[src/rtl/wb_frame_dma.sv]
// wb_frame_dma: single-channel word-copy DMA engine with a Wishbone
// classic master port. Each word is fetched with one read cycle and then
// written with one write cycle. stb/cyc drop for one cycle between
// transfers, so with zero-wait slaves every word takes four cycles.
//
// Ports
//   clk, reset          single clock, synchronous active-high reset
//   start               one-cycle request to begin a copy (IDLE only)
//   src_adr, dst_adr    byte addresses of the first source/destination word
//   len                 number of 32-bit words to copy (0 = immediate done)
//   abort               stop at the next bus acknowledge
//   busy                high while a copy is in progress
//   done                one-cycle pulse when a copy ends (normally or not)
//   err                 sticky: last copy aborted or timed out
//   wb_*                Wishbone classic master signals
//
// Optional feature: define FRAME_DMA_TIMEOUT_EN to give up on a transfer
// whose ack has not arrived after TMO_CYC strobe cycles.
module wb_frame_dma #(
  parameter int LEN_W   = 11,
  parameter int TMO_CYC = 255
) (
  input  logic             clk,
  input  logic             reset,
  input  logic             start,
  input  logic [31:0]      src_adr,
  input  logic [31:0]      dst_adr,
  input  logic [LEN_W-1:0] len,
  input  logic             abort,
  output logic             busy,
  output logic             done,
  output logic             err,
  output logic [31:0]      wb_adr_o,
  output logic [31:0]      wb_dat_o,
  input  logic [31:0]      wb_dat_i,
  output logic [3:0]       wb_sel_o,
  output logic             wb_cyc_o,
  output logic             wb_stb_o,
  output logic             wb_we_o,
  input  logic             wb_ack_i
);

  typedef enum logic [1:0] {
    IDLE  = 2'd0,
    READ  = 2'd1,
    WRITE = 2'd2
  } state_t;

  state_t           state_r;
  logic [31:0]      src_r;
  logic [31:0]      dst_r;
  logic [LEN_W-1:0] count_r;
  logic             abort_pend_r;

  logic ack_s;
  logic abort_s;
  logic last_s;
  logic tmo_s;

  // An ack only counts while we are actually strobing.
  assign ack_s   = wb_stb_o & wb_ack_i;
  // An abort arriving in the same cycle as the ack is honoured immediately.
  assign abort_s = abort_pend_r | abort;
  assign last_s  = (count_r == LEN_W'(1));

`ifdef FRAME_DMA_TIMEOUT_EN
  localparam int TMO_W = (TMO_CYC < 2) ? 1 : $clog2(TMO_CYC + 1);

  logic [TMO_W-1:0] tmo_cnt_r;

  // Fires on the TMO_CYC-th consecutive strobe cycle without an ack.
  assign tmo_s = wb_stb_o & ~wb_ack_i & (tmo_cnt_r == TMO_W'(TMO_CYC - 1));

  // Counts strobe cycles still waiting for ack; cleared whenever stb is low or acked.
  always_ff @(posedge clk) begin
    if (reset) begin
      tmo_cnt_r <= TMO_W'(0);
    end else if (wb_stb_o && !wb_ack_i) begin
      tmo_cnt_r <= tmo_cnt_r + TMO_W'(1);
    end else begin
      tmo_cnt_r <= TMO_W'(0);
    end
  end
`else
  assign tmo_s = 1'b0;
`endif

  // Copy engine FSM; all bus and status outputs are registered here.
  always_ff @(posedge clk) begin
    if (reset) begin
      state_r      <= IDLE;
      src_r        <= 32'd0;
      dst_r        <= 32'd0;
      count_r      <= LEN_W'(0);
      abort_pend_r <= 1'b0;
      busy         <= 1'b0;
      done         <= 1'b0;
      err          <= 1'b0;
      wb_adr_o     <= 32'd0;
      wb_dat_o     <= 32'd0;
      wb_sel_o     <= 4'h0;
      wb_cyc_o     <= 1'b0;
      wb_stb_o     <= 1'b0;
      wb_we_o      <= 1'b0;
    end else begin
      done <= 1'b0;
      case (state_r)
        IDLE: begin
          if (start) begin
            src_r   <= src_adr;
            dst_r   <= dst_adr;
            count_r <= len;
            err     <= 1'b0;
            if (len == LEN_W'(0)) begin
              done <= 1'b1;
            end else begin
              state_r  <= READ;
              busy     <= 1'b1;
              wb_adr_o <= src_adr;
              wb_sel_o <= 4'hF;
              wb_cyc_o <= 1'b1;
              wb_stb_o <= 1'b1;
              wb_we_o  <= 1'b0;
            end
          end else begin
            state_r <= IDLE;
          end
        end

        READ: begin
          abort_pend_r <= abort_pend_r | abort;
          if (tmo_s) begin
            state_r      <= IDLE;
            busy         <= 1'b0;
            done         <= 1'b1;
            err          <= 1'b1;
            abort_pend_r <= 1'b0;
            wb_sel_o     <= 4'h0;
            wb_cyc_o     <= 1'b0;
            wb_stb_o     <= 1'b0;
          end else if (ack_s) begin
            wb_dat_o <= wb_dat_i;
            wb_sel_o <= 4'h0;
            wb_cyc_o <= 1'b0;
            wb_stb_o <= 1'b0;
            if (abort_s) begin
              // The fetched word is discarded: no write follows.
              state_r      <= IDLE;
              busy         <= 1'b0;
              done         <= 1'b1;
              err          <= 1'b1;
              abort_pend_r <= 1'b0;
            end else begin
              state_r  <= WRITE;
              wb_adr_o <= dst_r;
            end
          end else if (!wb_stb_o) begin
            // Idle gap after the previous write is over; start the read.
            wb_sel_o <= 4'hF;
            wb_cyc_o <= 1'b1;
            wb_stb_o <= 1'b1;
            wb_we_o  <= 1'b0;
          end else begin
            state_r <= READ;
          end
        end

        WRITE: begin
          abort_pend_r <= abort_pend_r | abort;
          if (tmo_s) begin
            state_r      <= IDLE;
            busy         <= 1'b0;
            done         <= 1'b1;
            err          <= 1'b1;
            abort_pend_r <= 1'b0;
            wb_sel_o     <= 4'h0;
            wb_cyc_o     <= 1'b0;
            wb_stb_o     <= 1'b0;
            wb_we_o      <= 1'b0;
          end else if (ack_s) begin
            src_r    <= src_r + 32'd4;
            dst_r    <= dst_r + 32'd4;
            count_r  <= count_r - LEN_W'(1);
            wb_sel_o <= 4'h0;
            wb_cyc_o <= 1'b0;
            wb_stb_o <= 1'b0;
            wb_we_o  <= 1'b0;
            if (last_s) begin
              // Final word written: a simultaneous abort is moot.
              state_r      <= IDLE;
              busy         <= 1'b0;
              done         <= 1'b1;
              err          <= 1'b0;
              abort_pend_r <= 1'b0;
            end else if (abort_s) begin
              state_r      <= IDLE;
              busy         <= 1'b0;
              done         <= 1'b1;
              err          <= 1'b1;
              abort_pend_r <= 1'b0;
            end else begin
              state_r  <= READ;
              wb_adr_o <= src_r + 32'd4;
            end
          end else if (!wb_stb_o) begin
            // Idle gap after the read is over; start the write.
            wb_sel_o <= 4'hF;
            wb_cyc_o <= 1'b1;
            wb_stb_o <= 1'b1;
            wb_we_o  <= 1'b1;
          end else begin
            state_r <= WRITE;
          end
        end

        default: begin
          state_r      <= IDLE;
          busy         <= 1'b0;
          abort_pend_r <= 1'b0;
          wb_sel_o     <= 4'h0;
          wb_cyc_o     <= 1'b0;
          wb_stb_o     <= 1'b0;
          wb_we_o      <= 1'b0;
        end
      endcase
    end
  end

endmodule

[config.mk]
export PLATFORM = sky130hd
export DESIGN_NAME = wb_frame_dma
export DESIGN_NICKNAME = d
export VERILOG_FILES = /design/src/rtl/wb_frame_dma.sv
export SDC_FILE = /design/constraint.sdc
export NUM_CORES = 1
export LEC_CHECK = 0
export ABC_AREA = 1
export CORE_MARGIN = 2
export CORE_UTILIZATION = 55
export CTS_CLUSTER_SIZE = 16
export DETAILED_ROUTE_END_ITERATION = 10
export GPL_TIMING_DRIVEN = 0
export MAX_ROUTING_LAYER = met4
export PLACE_DENSITY = 0.86
export SYNTH_ARGS = -nofsm -noshare
export SYNTH_HDL_FRONTEND = slang
export SYNTH_SLANG_ARGS = --single-unit
[constraint.sdc]
create_clock -name clk -period 4.93 [get_ports clk]
set_input_delay 1.479 -clock clk [delete_from_list [all_inputs] [get_ports clk]]
set_output_delay 1.479 -clock clk [all_outputs]
set_load 0.005 [all_outputs]
==> results.ini, run 1 <==
[outcome]
outcome = finished, final reports clean

[power_and_ir_drop]
peakVddDrop_mv = 0.4695
internal_power_mw = 3.545
power_frac_comb = 0.500
pwr-share-clk = 0.195
power.switching_fraction = 0.4556
power_density_nw_per_um2 = 580.8
p_switching_mw = 2.967
leakagePower_nw = 4.469
seq_power_share = 0.304

[yosys]
synth_flop_cell = dfxtp_1
yosysSeqAreaShare = 0.3457
yosysWarnings = 0
syn_avg_cell_area_um2 = 6.439
ys_types = 43
ys_async_sr_fraction = 0
mappedNetlistArea_um2 = 8571
synthTopCellsByArea = dfxtp_1, nand2_1, a21oi_1
synth_seq_cells = 148
synth_cells = 1331
syn_nets = 1452
synth_top_area_frac = 0.3457
yosysTopAreaCell = dfxtp_1
synth-edff-count = 0

[worst_setup_path]
startpoint_type = flop
crit_path_end_kind = output pin
critPathRequiredTime_ns = 3.45
crit_fanout = 6
reg2reg_depth = 11
worstSetupPathType = flop to output pin
crit_arrival_ns = 1.54

[timing]
slew_viol_final = 0
period_minus_slack_ns = 3.023
hold_viol = 0
rsz0062_at_grt = false
finalSetupTns_ns = 0
timing.slew.headroom = 0.5499
max_slew.worst_pin.slew_ns = 0.6752
fin_worst_skew_ns = 0.009901
min_period_over_period = 0.6132
setup_viol = 0
fmax_mhz = 330.8

[final_layout]
fin_cells = 1735
antenna_cells = 0
area_delta_synth_final_pct = 30.82
final_cell_mix = nand2_1, nor2_1, clkdlybuf4s50_1, a21oi_1, dfxtp_1
final_common_cell = nand2_1
layout.nets = 1655
fillCellCount = 1273
final_layout_size_suffix_gt1_frac = 0.08468

[flow_run]
maxCapViolCount = 0

[grt]
grt_overflow = 0
grt_start_max_net_pins = 17
antenna_found_initial = 0
grt.total_usage = 0.3797
grt_pass1_vias = 9340
grt_pass1_wl_mm = 47.35

[place]
dp.cells = 1703
place_congestion = 1.001
dp.final_hpwl_mm = 23.22
port_buffers = 184

[clock_network]
cts_sinks = 148
tritoncts = built
cts.htree.levels = 4
cts_resized = 0
root_buffer = clkbuf_16
hold_buffers = 0
clockBufferDepth = 2
numCtsBuffers = 17
path_clk_slew_ns = 0.07
post_cts_buffers = 0
clk_latency_ns = 0.44

[floorplan]
num_rows = 45
start_util = 0.5638
ios = 186
dieArea_um2 = 16600
coreArea_um2 = 15200
fp.dieH_um = 128.8
fp.dieW_um = 128.8

[drt]
final_antenna_net_count = 0
wl_per_cell_um = 17.49
dr.pass1.iters = 6
drc_errors = 0
via_count = 9927
routed_wl_mm = 30.35
vias_per_cell = 5.722
drt_iter0_drc = 911

[hold_path]
hp-class = flop to flop
holdPathStages = 2

-- sequential cells by signal, summed over array words and instances, names as in the netlist --
register      flops
wb_stb_o          1
wb_adr_o         32
err               1
count_r          11
state_r           2
src_r            32
wb_we_o           1
done              1
wb_sel_o          1
busy              1
dst_r            32
wb_dat_o         32
abort_pend_r      1
-- cells by family (layout without fill, tap and decap cells) --
logic type      count (synthesis)  count (layout)  share of synthesized area
compound gates                356             356                     0.2203
mux                             3               3                   0.003504
flops                         148             148                     0.3457
fa+ha+maj                       9               9                    0.01314
simple gates                  649             649                     0.3293
xor+xnor                        5               5                   0.005109
buf+inv                       161             377                    0.08292
-- power groups by stage --
stage | Clock [mW] | Combinational, mW | Sequential (mW)
2_1_floorplan | 0 | 2.00 | 1.90
3_3_place_gp | 0 | 3.13 | 1.98
3_5_place_dp | 0 | 3.18 | 1.98
4_1_cts | 1.27 | 3.20 | 1.97
5_1_grt | 1.32 | 3.56 | 2.03
6_report | 1.27 | 3.26 | 1.98
-- critical path, cell delays in order, from the launching register on --
cell and delay, ns:
dfxtp_1 0.46, buf_4 0.15, clkdlybuf4s50_1 0.49
-- final timing paths --
path,startpoint,endpoint,slack [ns]
setup / recovery,wb_sel_o[2],wb_sel_o[3],1.91
hold / removal,src_r[1],src_r[1],0.46
setup reg to reg,state_r[0],wb_adr_o[14],2.67
hold reg to reg,src_r[1],src_r[1],0.46
-- cells in the mapped netlist (4+ instances only) --
library cell,instances
inv_1,82
clkbuf_1,34
o21ai_0,115
buf_6,5
nand2_1,309
buf_4,12
o211ai_1,6
ha_1,9
nand4_1,4
or2_2,22
buf_1,5
nor2_4,5
buf_2,19
and2_1,4
nand2_2,9
a211oi_1,10
o21ai_1,17
xor2_1,4
a31oi_1,8
dfxtp_1,148
a21oi_1,178
nand3_1,77
nor2_2,12
nand3b_1,7
o22ai_1,5
nor2_1,186
o21bai_1,8
-- stage by stage --
stage	setup slack [ns]	utilization	total power, mW	hold slack [ns]	cell area [um2]
2_1_floorplan	2.367	-	3.899	0.4368	8571
3_3_place_gp	1.559	0.7004	5.107	0.4459	10650
3_5_place_dp	1.570	0.7004	5.161	0.4495	10650
4_1_cts	1.893	0.7375	6.434	0.4617	11210
5_1_grt	1.870	0.7375	6.909	0.4838	11210
6_report	1.907	0.7375	6.512	0.4594	11210
-- per-layer routing --
layer / GRT usage / wire length [um] / vias up / share of wire
li1: - / - / 4792 / -
met1: 0.4675 / 12560 / 4532 / 0.41
met2: 0.6013 / 13710 / 514 / 0.45
met3: 0.08565 / 2889 / 89 / 0.095
met4: 0.1592 / 1188 / 0 / 0.039
met5: - / 0 / - / 0
-- area by class of cell --
cell class,instances,area [um2],share of cell area
Buffer,75,387.9,0.03459
Clock buffer,18,429.2,0.03828
Clock inverter,14,135.1,0.01205
Inverter,86,322.8,0.02879
Multi-Input combinational cell,1022,4897,0.4368
Sequential cell,148,2963,0.2643
Tap cell,188,235.2,0.02098
Timing Repair Buffer,184,1842,0.1643
Note: power is estimated with default switching activity, not from simulation.
==> inputs of run 2 (changes only) <==
--- a/config.mk
+++ b/config.mk
@@ -7,12 +7,12 @@
 export LEC_CHECK = 0
 export ABC_AREA = 1
 export CORE_MARGIN = 2
-export CORE_UTILIZATION = 55
+export CORE_UTILIZATION = 47
 export CTS_CLUSTER_SIZE = 16
 export DETAILED_ROUTE_END_ITERATION = 10
 export GPL_TIMING_DRIVEN = 0
 export MAX_ROUTING_LAYER = met4
-export PLACE_DENSITY = 0.86
+export PLACE_DENSITY = 0.78
 export SYNTH_ARGS = -nofsm -noshare
 export SYNTH_HDL_FRONTEND = slang
 export SYNTH_SLANG_ARGS = --single-unit
==> constraint.sdc (replaced) <==
create_clock -name clk -period 2.6 [get_ports clk]
set_input_delay 0.78 -clock clk [delete_from_list [all_inputs] [get_ports clk]]
set_output_delay 0.78 -clock clk [all_outputs]
set_load 0.005 [all_outputs]
==> results.ini, run 2 (same netlist as run 1, synthesis figures left out) <==
[place]
place_congestion = 1.038  ; +3.8%
placed_cell_area_um2 = 10700  ; +0.48%
preCtsSetupSlack_ns = -0.1160  ; -1.686 ns
dp.cells = 1744  ; +2.4%
dp.final_hpwl_mm = 23.31  ; +0.37%
port_buffers = 184  ; unchanged

[final_layout]
final_area_um2 = 11300  ; +0.76%
fin_cells = 1777  ; +2.4%
final_cell_mix = nand2_1, nor2_1, clkdlybuf4s50_1, a21oi_1, dfxtp_1
final_layout_size_suffix_gt1_frac = 0.08403  ; -0.0006464
area_delta_synth_final_pct = 31.81
final_common_cell = nand2_1
fillCellCount = 1698  ; +33%
layout.nets = 1655  ; unchanged
final_util = 0.6310  ; -0.1065

[timing]
slew_viol_final = 0  ; unchanged
setup_viol = 0  ; unchanged
fin_ws_ns = 0.2645  ; -1.642 ns
fin_worst_skew_ns = 0.007802  ; -0.002100 ns
hold_viol = 0  ; unchanged
finalSetupTns_ns = 0  ; unchanged
period_minus_slack_ns = 2.336
fmax_mhz = 428.2
timing.hold.ws_ns = 0.4563  ; -0.003051 ns
min_period_over_period = 0.8983
max_slew.worst_pin.slew_ns = 0.8145  ; +0.1393 ns
timing.slew.headroom = 0.4570  ; -0.09289
rsz0062_at_grt = false

[worst_setup_path]
r2r_end = wb_adr_o[15]
cp-endpoint = wb_sel_o[2]
reg2reg_depth = 8  ; -3
startpoint_type = flop
cp_cell_sequence = buf_4 > clkdlybuf4s50_1
crit_path_end_kind = output pin
max_stage_delay_ns = 0.50  ; about the same
r2r_start = state_r[0]
crit_slowest_cell = clkdlybuf4s50_1
worstSetupPathType = flop to output pin
setup.worst_path.start = wb_sel_o[2]
ff2ff_setup_slack_ns = 0.36  ; -2.31 ns
critPathRequiredTime_ns = 1.82  ; -1.63 ns
crit_fanout = 6  ; unchanged
crit_arrival_ns = 1.56  ; +0.02 ns

[drt]
routed_wl_mm = 30.64  ; +0.97%
dr.pass1.iters = 5  ; -1
via_count = 9778  ; -1.5%
drc_errors = 0  ; unchanged
vias_per_cell = 5.503  ; -3.8%
wl_per_cell_um = 17.24  ; -1.4%
final_antenna_net_count = 0  ; unchanged
drt_iter0_drc = 901  ; -1.1%

[clock_network]
hold_buffers = 0  ; unchanged
cts.htree.levels = 4  ; unchanged
post_cts_buffers = 0  ; unchanged
root_buffer = clkbuf_16
cts_resized = 0  ; unchanged
clk_latency_ns = 0.44  ; about the same
numCtsBuffers = 17  ; unchanged
tritoncts = built
cts_sinks = 148  ; unchanged
path_clk_slew_ns = 0.06  ; about the same
clockBufferDepth = 2  ; unchanged

[power_and_ir_drop]
p_total_mw = 12.48  ; +92%
power_density_nw_per_um2 = 1105  ; +90%
leakagePower_nw = 4.475  ; +0.15%
peakVddDrop_mv = 0.7408  ; +58%

[floorplan]
ios = 186  ; unchanged
coreArea_um2 = 17900  ; +18%
num_rows = 49  ; +8.9%
start_util = 0.4788  ; -0.08503
dieArea_um2 = 19330  ; +16%
fp.dieW_um = 139.0  ; +7.9%
fp.dieH_um = 139.0  ; +7.9%

[outcome]
outcome = finished, final reports clean

[grt]
grt_overflow = 0  ; unchanged
grt_pass1_wl_mm = 47.26  ; -0.19%
antenna_found_initial = 1  ; +1
grt.total_usage = 0.3167  ; -0.06297
grt_pass1_vias = 8998  ; -3.7%
grt_start_max_net_pins = 17  ; unchanged

[flow_run]
maxCapViolCount = 0  ; unchanged

[hold_path]
hp-class = flop to flop

[run 2: cell types whose count changed in the layout (fill, tap and decap cells not counted), sizes merged]
cell	before	now
clkinvlp	2	4
clkbuf	52	56
inv	94	88
bufinv	0	2
diode	0	1
clkinv	4	2
[run 2: critical path, delay by kind of cell, from the launching register on]
family	cells	cell delay, ns
buffers and inverters	2	0.66
DFF	1	0.47
[run 2: layout make-up]
class | instances | area [um2] | area share
diodes | 1 | 2.502 | 0.0002215
plain buffers | 75 | 387.9 | 0.03433
clock buffers | 22 | 474.2 | 0.04198
clock inverters | 10 | 121.4 | 0.01074
inverters | 86 | 322.8 | 0.02857
multi-input cells | 1022 | 4897 | 0.4335
flip-flops and latches | 148 | 2963 | 0.2623
well taps | 229 | 286.5 | 0.02536
repair buffers | 184 | 1842 | 0.1630
[run 2: power by group]
part           internal [mW]  switching (mW)  total, mW
clock                   1.50            1.04       2.54
sequential              3.03           0.731       3.76
combinational           2.43            3.76       6.18
[run 2: worst min-delay path by stage]
stage / startpoint / to / slack [ns] / depth (start not counted)
6_report: wb_we_o / wb_we_o / 0.46 / 2
3_3_place_gp: wb_we_o / wb_we_o / 0.45 / 2
3_5_place_dp: wb_we_o / wb_we_o / 0.44 / 2
5_1_grt: dst_r[0] / dst_r[0] / 0.48 / 2
2_1_floorplan: dst_r[0] / dst_r[0] / 0.44 / 2
4_1_cts: wb_we_o / wb_we_o / 0.46 / 2
[run 2: routing by layer]
layer  routed length [um]  vias up  GRT usage
met5                    0        -          -
met4                 1002        0     0.1228
met3                 2776       71    0.07182
met2                13990      511     0.5064
met1                12870     4397     0.3901
li1                     -     4799          -
